===== config.mk =====
export PLATFORM = sky130hd
export DESIGN_NAME = alu_issue
export DESIGN_NICKNAME = d
export VERILOG_FILES = /design/src/rtl/alu_issue.sv
export SDC_FILE = /design/constraint.sdc
export NUM_CORES = 1
export LEC_CHECK = 0
export CAP_MARGIN = 25
export CORE_MARGIN = 4
export CORE_UTILIZATION = 45
export CTS_CLUSTER_SIZE = 14
export DETAILED_ROUTE_END_ITERATION = 8
export PLACE_DENSITY = 0.79
export SLEW_MARGIN = 20
export SYNTH_ARGS = -nofsm -noshare
export SYNTH_HDL_FRONTEND = slang
export SYNTH_SLANG_ARGS = --single-unit

===== constraint.sdc =====
create_clock -name clk -period 2.05 [get_ports clk]
set_input_delay 0.205 -clock clk [delete_from_list [all_inputs] [get_ports clk]]
set_output_delay 0.205 -clock clk [all_outputs]
set_load 0.01 [all_outputs]

===== src/rtl/alu_issue.sv =====
// alu_issue: decode-and-issue stage in front of the core ALU.
// Takes an RV32 instruction plus rs1/rs2 values over valid/ready, maps the ISA
// encoding onto the ALU's {funct3_alu, Type_alu} op select, builds operand2
// (rs2, I-immediate, shamt or U-immediate) and presents the op through a
// two-entry (main + skid) registered output buffer. Illegal/unsupported words
// are consumed, reported on err_illegal/err_instr and never issued.
//
// Optional build macro: ALU_ISSUE_STATS_EN adds stat_issued/stat_illegal.
//
// Ports:
//   clk, rst_n               clock, synchronous active-low reset
//   in_valid/in_ready        input handshake (in_ready registered, = !skid_full)
//   in_instr                 RV32 instruction word
//   in_rs1_val, in_rs2_val   register operands
//   out_valid/out_ready      output handshake
//   operand1, operand2       ALU operands
//   funct3_alu, Type_alu     ALU op select / variant
//   out_rd                   destination register
//   err_illegal              illegal instruction flag (pulse or sticky)
//   err_instr                last illegal instruction word
//   stat_issued, stat_illegal  (ALU_ISSUE_STATS_EN only) wrapping counters
module alu_issue #(
    parameter int unsigned XLEN          = 32,
    parameter int unsigned ILLEGAL_PULSE = 1
) (
    input  logic            clk,
    input  logic            rst_n,
    input  logic            in_valid,
    output logic            in_ready,
    input  logic [31:0]     in_instr,
    input  logic [XLEN-1:0] in_rs1_val,
    input  logic [XLEN-1:0] in_rs2_val,
    output logic            out_valid,
    input  logic            out_ready,
    output logic [XLEN-1:0] operand1,
    output logic [XLEN-1:0] operand2,
    output logic [2:0]      funct3_alu,
    output logic            Type_alu,
    output logic [4:0]      out_rd,
    output logic            err_illegal,
    output logic [31:0]     err_instr
`ifdef ALU_ISSUE_STATS_EN
    ,
    output logic [31:0]     stat_issued,
    output logic [31:0]     stat_illegal
`endif
);

    localparam logic [6:0] OPC_OP     = 7'b0110011;
    localparam logic [6:0] OPC_OPIMM  = 7'b0010011;
    localparam logic [6:0] OPC_LUI    = 7'b0110111;
    localparam logic [6:0] F7_BASE    = 7'b0000000;
    localparam logic [6:0] F7_ALT     = 7'b0100000;
    localparam logic [6:0] F7_MULDIV  = 7'b0000001;

    typedef struct packed {
        logic [XLEN-1:0] op1;
        logic [XLEN-1:0] op2;
        logic [2:0]      f3;
        logic            typ;
        logic [4:0]      rd;
    } op_t;

    // Base ISA funct3 -> {funct3_alu, Type_alu}; SLTU/XOR/OR use variant 1.
    function automatic logic [3:0] base_map(input logic [2:0] f3);
        logic [3:0] m;
        case (f3)
            3'b000:  m = 4'b000_0;
            3'b001:  m = 4'b001_0;
            3'b010:  m = 4'b010_0;
            3'b011:  m = 4'b010_1;
            3'b100:  m = 4'b100_1;
            3'b101:  m = 4'b101_0;
            3'b110:  m = 4'b110_1;
            default: m = 4'b111_0;
        endcase
        return m;
    endfunction

    logic [6:0]      w_opcode;
    logic [2:0]      w_f3;
    logic [6:0]      w_f7;
    logic [XLEN-1:0] w_imm_i;
    logic [XLEN-1:0] w_shamt;
    logic [XLEN-1:0] w_imm_u;
    op_t             w_dec;
    logic            w_legal;
    logic            w_accept;
    logic            w_push;
    logic            w_pop;
    logic            w_illegal_acc;
    logic            w_skid_valid_nxt;
    logic            w_err_nxt;

    op_t             r_main;
    op_t             r_skid;
    logic            r_main_valid;
    logic            r_skid_valid;
    logic            r_in_ready;
    logic            r_err_illegal;
    logic [31:0]     r_err_instr;

    assign w_opcode = in_instr[6:0];
    assign w_f3     = in_instr[14:12];
    assign w_f7     = in_instr[31:25];
    assign w_imm_i  = XLEN'($signed(in_instr[31:20]));
    assign w_shamt  = XLEN'(in_instr[24:20]);
    assign w_imm_u  = XLEN'({in_instr[31:12], 12'b0});

    // Instruction decode: legality plus the ALU payload.
    always_comb begin
        w_legal   = 1'b0;
        w_dec     = '0;
        w_dec.op1 = in_rs1_val;
        w_dec.op2 = in_rs2_val;
        w_dec.rd  = in_instr[11:7];
        case (w_opcode)
            OPC_OP: begin
                case (w_f7)
                    F7_BASE: begin
                        w_legal               = 1'b1;
                        {w_dec.f3, w_dec.typ} = base_map(w_f3);
                    end
                    F7_ALT: begin
                        if (w_f3 == 3'b000) begin
                            w_legal               = 1'b1;
                            {w_dec.f3, w_dec.typ} = 4'b000_1;
                        end else if (w_f3 == 3'b101) begin
                            w_legal               = 1'b1;
                            {w_dec.f3, w_dec.typ} = 4'b001_1;
                        end
                    end
                    F7_MULDIV: begin
                        if (w_f3 == 3'b000) begin
                            w_legal               = 1'b1;
                            {w_dec.f3, w_dec.typ} = 4'b011_1;
                        end else if (w_f3 == 3'b100) begin
                            w_legal               = 1'b1;
                            {w_dec.f3, w_dec.typ} = 4'b011_0;
                        end
                    end
                    default: ;
                endcase
            end
            OPC_OPIMM: begin
                w_dec.op2 = w_imm_i;
                if (w_f3 == 3'b001) begin
                    w_dec.op2 = w_shamt;
                    if (w_f7 == F7_BASE) begin
                        w_legal               = 1'b1;
                        {w_dec.f3, w_dec.typ} = 4'b001_0;
                    end
                end else if (w_f3 == 3'b101) begin
                    w_dec.op2 = w_shamt;
                    if (w_f7 == F7_BASE) begin
                        w_legal               = 1'b1;
                        {w_dec.f3, w_dec.typ} = 4'b101_0;
                    end else if (w_f7 == F7_ALT) begin
                        w_legal               = 1'b1;
                        {w_dec.f3, w_dec.typ} = 4'b001_1;
                    end
                end else begin
                    w_legal               = 1'b1;
                    {w_dec.f3, w_dec.typ} = base_map(w_f3);
                end
            end
            OPC_LUI: begin
                w_legal               = 1'b1;
                w_dec.op1             = '0;
                w_dec.op2             = w_imm_u;
                {w_dec.f3, w_dec.typ} = 4'b100_0;
            end
            default: ;
        endcase
    end

    // Handshake events; a push can only happen while the skid is empty.
    assign w_accept      = in_valid && r_in_ready;
    assign w_push        = w_accept && w_legal;
    assign w_illegal_acc = w_accept && !w_legal;
    assign w_pop         = r_main_valid && out_ready;

    always_comb begin
        w_skid_valid_nxt = 1'b0;
        if (r_skid_valid) begin
            w_skid_valid_nxt = !w_pop;
        end else begin
            w_skid_valid_nxt = w_push && r_main_valid && !w_pop;
        end
    end

    always_comb begin
        w_err_nxt = r_err_illegal;
        if (ILLEGAL_PULSE != 0) begin
            w_err_nxt = w_illegal_acc;
        end else if (w_illegal_acc) begin
            w_err_nxt = 1'b1;
        end else if (w_accept) begin
            w_err_nxt = 1'b0;
        end
    end

    // Main/skid buffer and error capture.
    always_ff @(posedge clk) begin
        if (!rst_n) begin
            r_main        <= '0;
            r_skid        <= '0;
            r_main_valid  <= 1'b0;
            r_skid_valid  <= 1'b0;
            r_in_ready    <= 1'b0;
            r_err_illegal <= 1'b0;
            r_err_instr   <= '0;
        end else begin
            if (r_skid_valid) begin
                if (w_pop) begin
                    r_main <= r_skid;
                end
            end else if (w_push) begin
                if (!r_main_valid || w_pop) begin
                    r_main <= w_dec;
                end else begin
                    r_skid <= w_dec;
                end
                r_main_valid <= 1'b1;
            end else if (w_pop) begin
                r_main_valid <= 1'b0;
            end
            r_skid_valid  <= w_skid_valid_nxt;
            r_in_ready    <= !w_skid_valid_nxt;
            r_err_illegal <= w_err_nxt;
            if (w_illegal_acc) begin
                r_err_instr <= in_instr;
            end
        end
    end

    assign in_ready    = r_in_ready;
    assign out_valid   = r_main_valid;
    assign operand1    = r_main.op1;
    assign operand2    = r_main.op2;
    assign funct3_alu  = r_main.f3;
    assign Type_alu    = r_main.typ;
    assign out_rd      = r_main.rd;
    assign err_illegal = r_err_illegal;
    assign err_instr   = r_err_instr;

`ifdef ALU_ISSUE_STATS_EN
    logic [31:0] r_stat_issued;
    logic [31:0] r_stat_illegal;

    // Wrapping event counters.
    always_ff @(posedge clk) begin
        if (!rst_n) begin
            r_stat_issued  <= '0;
            r_stat_illegal <= '0;
        end else begin
            if (w_pop) begin
                r_stat_issued <= r_stat_issued + 32'd1;
            end
            if (w_illegal_acc) begin
                r_stat_illegal <= r_stat_illegal + 32'd1;
            end
        end
    end

    assign stat_issued  = r_stat_issued;
    assign stat_illegal = r_stat_illegal;
`endif

endmodule

Word level (Yosys, flattened, before mapping)
Index checks and enable logic that the tools add are counted.
- register bits after elaboration: 182
- bits in latches: 0
- bits in writable memories: 0
- bits in read-only memories: 0
- output and inout port bits: 108
- word-level logic and storage cells: 82
- memories: 0
- add/sub/neg operators: 0
- multipliers: 0
- divide/modulo/power cells: 0
- $lt $le $gt $ge: 0
- equality and inequality tests: 12
- shift operators: 0
- mux-type cells: 34
- bitwise gates (word level): 2
- reductions and logical operators: 19
- operator list (operator ; number):
    two-way mux 73 bit ; 4
    two-way mux 32 bit ; 2
    one-hot mux 32 bit (2 select lines) ; 1
    two-way mux 36 bit ; 1
    one-hot mux 4 bit (7 select lines) ; 1
    one-hot mux 4 bit (3 select lines) ; 2
    equality test 7 x 6 -> 1 bit (second input constant) ; 3
    one-hot mux 4 bit (5 select lines) ; 1
    two-way mux 1 bit ; 12
    equality test 3 bit (second input constant) ; 3
    two-way mux 2 bit ; 4
    two-way mux 4 bit ; 2
    equality test 7 x 1 -> 1 bit (second input constant) ; 1
    equality test 7 x 5 -> 1 bit (second input constant) ; 1
    zero test 7 bit ; 1
    equality test 3 x 2 -> 1 bit (second input constant) ; 2
    logical AND 1 bit ; 6
    two-way mux 3 bit ; 2
    one-hot mux 1 bit (3 select lines) ; 2
    AND reduction 3 bit ; 2
    nonzero test 2 bit ; 3
    zero test 1 bit ; 4
    equality test 3 x 1 -> 1 bit (second input constant) ; 1
    zero test 3 bit ; 1
    other kinds (4) ; 5

Longest topological paths before layout
- depth after elaboration: 11
- mapped depth: 9

Worst setup path after synthesis
No wires, ideal clock.
- path kind: input -> register
- start: input port in_instr[26]
- end: register r_main, in the netlist operand2[0]
- library setup time: 128 ps
- arrival time: 1977 ps
- required time: 1922 ps
- slack: -55 ps
- stages on the path: 8
- cells stage by stage: or4_4 -> o311a_4 -> o31a_1 -> o31ai_2 -> buf_6 -> buf_6 -> mux2i_1 -> nor2_1
- cells in the longest elaborated chain, start to end: 9
- elaborated cells between the ends (all ways): 13
- those cells by class: eq/ne: 2; mux: 7; reduce/logical: 4
- RTL lines (element ; RTL line ; text):
    start, declared ; 30 ; input logic [31:0] in_instr,
    equality test 7 x 6 -> 1 bit ; 119, 158 ;
    two-way mux 1 bit ; 158 ; end else if (w_f7 == F7_ALT) begin
    two-way mux 1 bit ; 155 ; if (w_f7 == F7_BASE) begin
    two-way mux 1 bit ; 153 ; end else if (w_f3 == 3'b101) begin
    two-way mux 1 bit ; 147 ; if (w_f3 == 3'b001) begin
    one-hot mux 1 bit (3 select lines) * ; 117 ; case (w_opcode)
    logical AND 1 bit * ; 179 ; assign w_push = w_accept && w_legal;
    nonzero test 2 bit (no source line) * ; n/a ;
    AND reduction 3 bit (no source line) * ; n/a ;
    end signal, assigned ; 216 ; r_main <= r_skid;
    end signal, assigned ; 220 ; r_main <= w_dec;
    end, declared ; 95 ; op_t r_main;
Every way passes the cells marked *; elsewhere a longest branch is shown, timed or not.
A chain may end at the register's enable or synchronous reset.

Worst setup path after layout
- start: input port in_instr[26]
- end: register r_main, in the netlist operand1[5]
Same word-level chain as after synthesis.

==> results.md <==
- Nets: 1354
- Initial antenna violation count: 0
- Final Max Tran Viols: 0
- Synth async-reset ratio: 0%
- DRT antenna net count: 0
- # rows: 49
- Hold depth: 3
- Multi-input logic area: 0.00431 mm²
- RD Place Congestion: 0.922
- CP max-delay cell: or4_4
- First-pass iteration count of the detailed router: 6
- Core ar.: 0.0181 mm²
- # clock sinks: 182
- Final setup margin: 0.0499 ns
- Final min period: 2.00 ns
- Actual slew at the worst max-slew pin: 0.478 ns
- Max-cap violation count: 0
- Wirelength per Cell: 19.2 µm
- Port buffer count: 207
- Pin count of the biggest net entering global routing: 49
- Drt via density: 5.95
- CP Buf/Inv Count: 5
- Final core occ: 68.0%
- First-pass GRT wire length: 44500 µm
- Fmax: 500 MHz
- Syn Inst Count: 1011
- Hold Fails Final Rpt: 0
- Lkg Pwr: 0.00477 µW
- Vias in the first global route: 8544
- CP Class: primary input to flip-flop
- Starting Density: 45.9%
- Most frequent cells in the layout: clkdlybuf4s50_1, dfxtp_1, o21ai_0
- Total CTS buffers: 17
- Grt ovf: 0
- Via count: 8908
- Synth Register Bits: 182
- Setup-failing EPs final: 0
- Die Wd: 144 µm
- Die area: 0.0207 mm²
- Reg clk slew, reported paths: 0.07 ns
- Crit-path cells: buf_2 > or4_4 > o311a_4 > o31a_1 > o31ai_4 > buf_6 > buf_4 > buf_12 > buf_16 > o211a_1
- Max FO, Critical Path: 17
- Yosys cell types: 60
- Leading area contributor after synthesis: dfxtp_1
- Syn. warnings: 0
- Worst vdd rail ir drop: 0.607 mV
- Commonest non-fill, non-tap cell in the layout: clkdlybuf4s50_1
- Number of cells on the critical path: 10
- Worst Hold Launch: in_instr[29]
- I/O pins: 208
- Share of cells above drive strength 1: 15.5%
- Syn Area/Cell: 8.22 µm²
- Final Skew: 0.00940 ns
- R2r startpoint: out_valid$_SDFFE_PN0P_
- Initial detailed-routing violation count: 806
- FILL cells: 1418
- Crit path DAT: 2.37 ns
- Number of synthesized flops with an enable pin: 0
- Delay-heaviest family, CP: compound AO/OA/AOI/OAI gates
- Slew HR: 68.1%
- Htree depth: 4
- GRT Total Usage: 26.9%
- FF-to-FF End: operand1[5]$_SDFFE_PN0P_
- CP required: 2.42 ns
- CTS Root Cell: clkbuf_16
- Syn Nets: 1111
- CTS tree: done
- Layout area overhead: 48.0%
- Maximum buffer depth of the clock tree: 2
- DP HPWL: 18900 µm
- Worst R2R Setup Slack: 0.11 ns
- Worst setup SP type: primary input
- PwrDens: 642 mW/mm²
- Area contributors post-synth: dfxtp_1, o21ai_0, nand2_1
- Critical path's largest stage delay: 0.58 ns
- Type of the most critical hold path: primary input to flip-flop
- Most common flop cell mapped by yosys: dfxtp_1
- Post-synthesis sequential area ratio: 43.9%
- Tcrit/Tclk final: 97.6%
- Fraction of synthesized cell area taken by the top area cell type: 43.9%
- Status: completed
- Cell Area, Synth: 0.00831 mm²
- Antenna Cells: 0
- Dpl ws: -0.734 ns
- Hold EP: err_instr[29]$_SDFFE_PN0P_
- Critical path capture point type: flip-flop
- Clk_lat worst skew: 0.44 ns
- Sequential Area: 0.00365 mm²
- Worst R2R Path Depth: 9
- Die Height: 144 µm
- DRC viols: 0
- Wirelength, routed: 28800 µm
==> tightest hold or removal path: cells and delay by family <==
family / cells / cell delay [ns]
simple gates: 1 / 0.06
buf+inv: 1 / 0.13
compound gates: 1 / 0.05
==> worst max-delay path by stage <==
stage	startpoint	endpoint	slack, ns
floorplan	in_instr[26]	operand2[0]$_SDFFE_PN0P_	-0.05
global placement	in_instr[26]	operand2[4]$_SDFFE_PN0P_	-0.68
detailed placement	in_instr[26]	operand1[3]$_SDFFE_PN0P_	-0.73
CTS	in_instr[13]	r_skid[5]$_SDFFE_PN0P_	0.02
global route	in_instr[1]	r_skid[44]$_SDFFE_PN0P_	-0.02
finish	in_instr[26]	operand1[5]$_SDFFE_PN0P_	0.05
==> timing repair <==
item                                    in CTS  in global routing
buffers inserted                            16                  1
pin swaps                                   11                  4
hold buffers                                 0                  0
endpoints found under the setup margin     182                120
gates resized for setup                     42                 21
cloned                                       5                  0
==> registers in the layout (all words and copies together) (netlist names) <==
register,flops
Type_alu,1
err_instr,32
out_valid,1
operand1,32
operand2,32
err_illegal,1
r_skid_valid,1
r_skid,73
in_ready,1
funct3_alu,3
out_rd,5
==> through the flow <==
step / total power [µW] / TNS [ns] / std cells / hold WS, ns / cell area, µm²
global route: 8130 / -0.0386 / 1496 / 0.0756 / 12300
finish: 7890 / 0 / 1496 / 0.0684 / 12300
detailed placement: 4410 / -117.60 / 1442 / 0.461 / 11200
CTS: 7900 / 0 / 1495 / 0.0457 / 12200
global placement: 4400 / -111.86 / 1442 / 0.454 / 11200
floorplan: 3940 / -2.16 / 1011 / 0.341 / 8310
==> report_power, final <==
part	leakage (µW)	switching, µW	internal (µW)
clock network	0.000309	1470	2060
registers	0.00147	17.9	3570
logic	0.00299	377	401
==> routing by layer <==
| layer | share of wire [%] | GRT usage (%) |
|---|---|---|
| met1 | 42 | 35.5 |
| met2 | 48 | 43.6 |
| met3 | 8.0 | 6.16 |
| met4 | 2.2 | 8.72 |
| met5 | 0 | 0 |
==> logic make-up (layout without fill, tap and decap cells) <==
logic type | after synthesis | in the layout | synth area share, %
AO/OA/AOI/OAI | 420 | 420 | 31.8
AND/OR/NAND/NOR | 273 | 273 | 15.7
adder cells (fa/ha/maj) | 1 | 1 | 0.121
buffers and inverters | 116 | 372 | 6.30
flip-flops | 182 | 182 | 43.9
XOR/XNOR | 2 | 2 | 0.211
multiplexers | 17 | 17 | 2.08
==> cells in the mapped netlist, drive strengths merged (2+ instances only) <==
cell type / number
a211oi: 8
a21boi: 4
a21oi: 105
a221o: 20
a22o: 8
a22oi: 4
a31oi: 2
and2: 3
and3: 2
buf: 26
clkbuf: 84
dfxtp: 182
inv: 6
mux2: 2
mux2i: 15
nand2: 140
nand2b: 4
nand3: 42
nand3b: 2
nand4: 2
nor2: 21
nor2b: 2
nor3: 10
nor4: 2
nor4b: 2
nor4bb: 2
o211a: 32
o211ai: 32
o21a: 5
o21ai: 160
o22ai: 31
or3: 33
or4b: 2
==> layout make-up <==
| type | instances | area share [%] |
|---|---|---|
| Multi-Input combinational cell | 713 | 35.0 |
| Sequential cell | 182 | 29.7 |
| Timing Repair Buffer | 334 | 27.6 |
| Clock buffer | 18 | 3.49 |
| Tap cell | 229 | 2.33 |
| Clock inverter | 14 | 1.64 |
| Inverter | 6 | 0.204 |
Power figures use the tool's default switching activity.
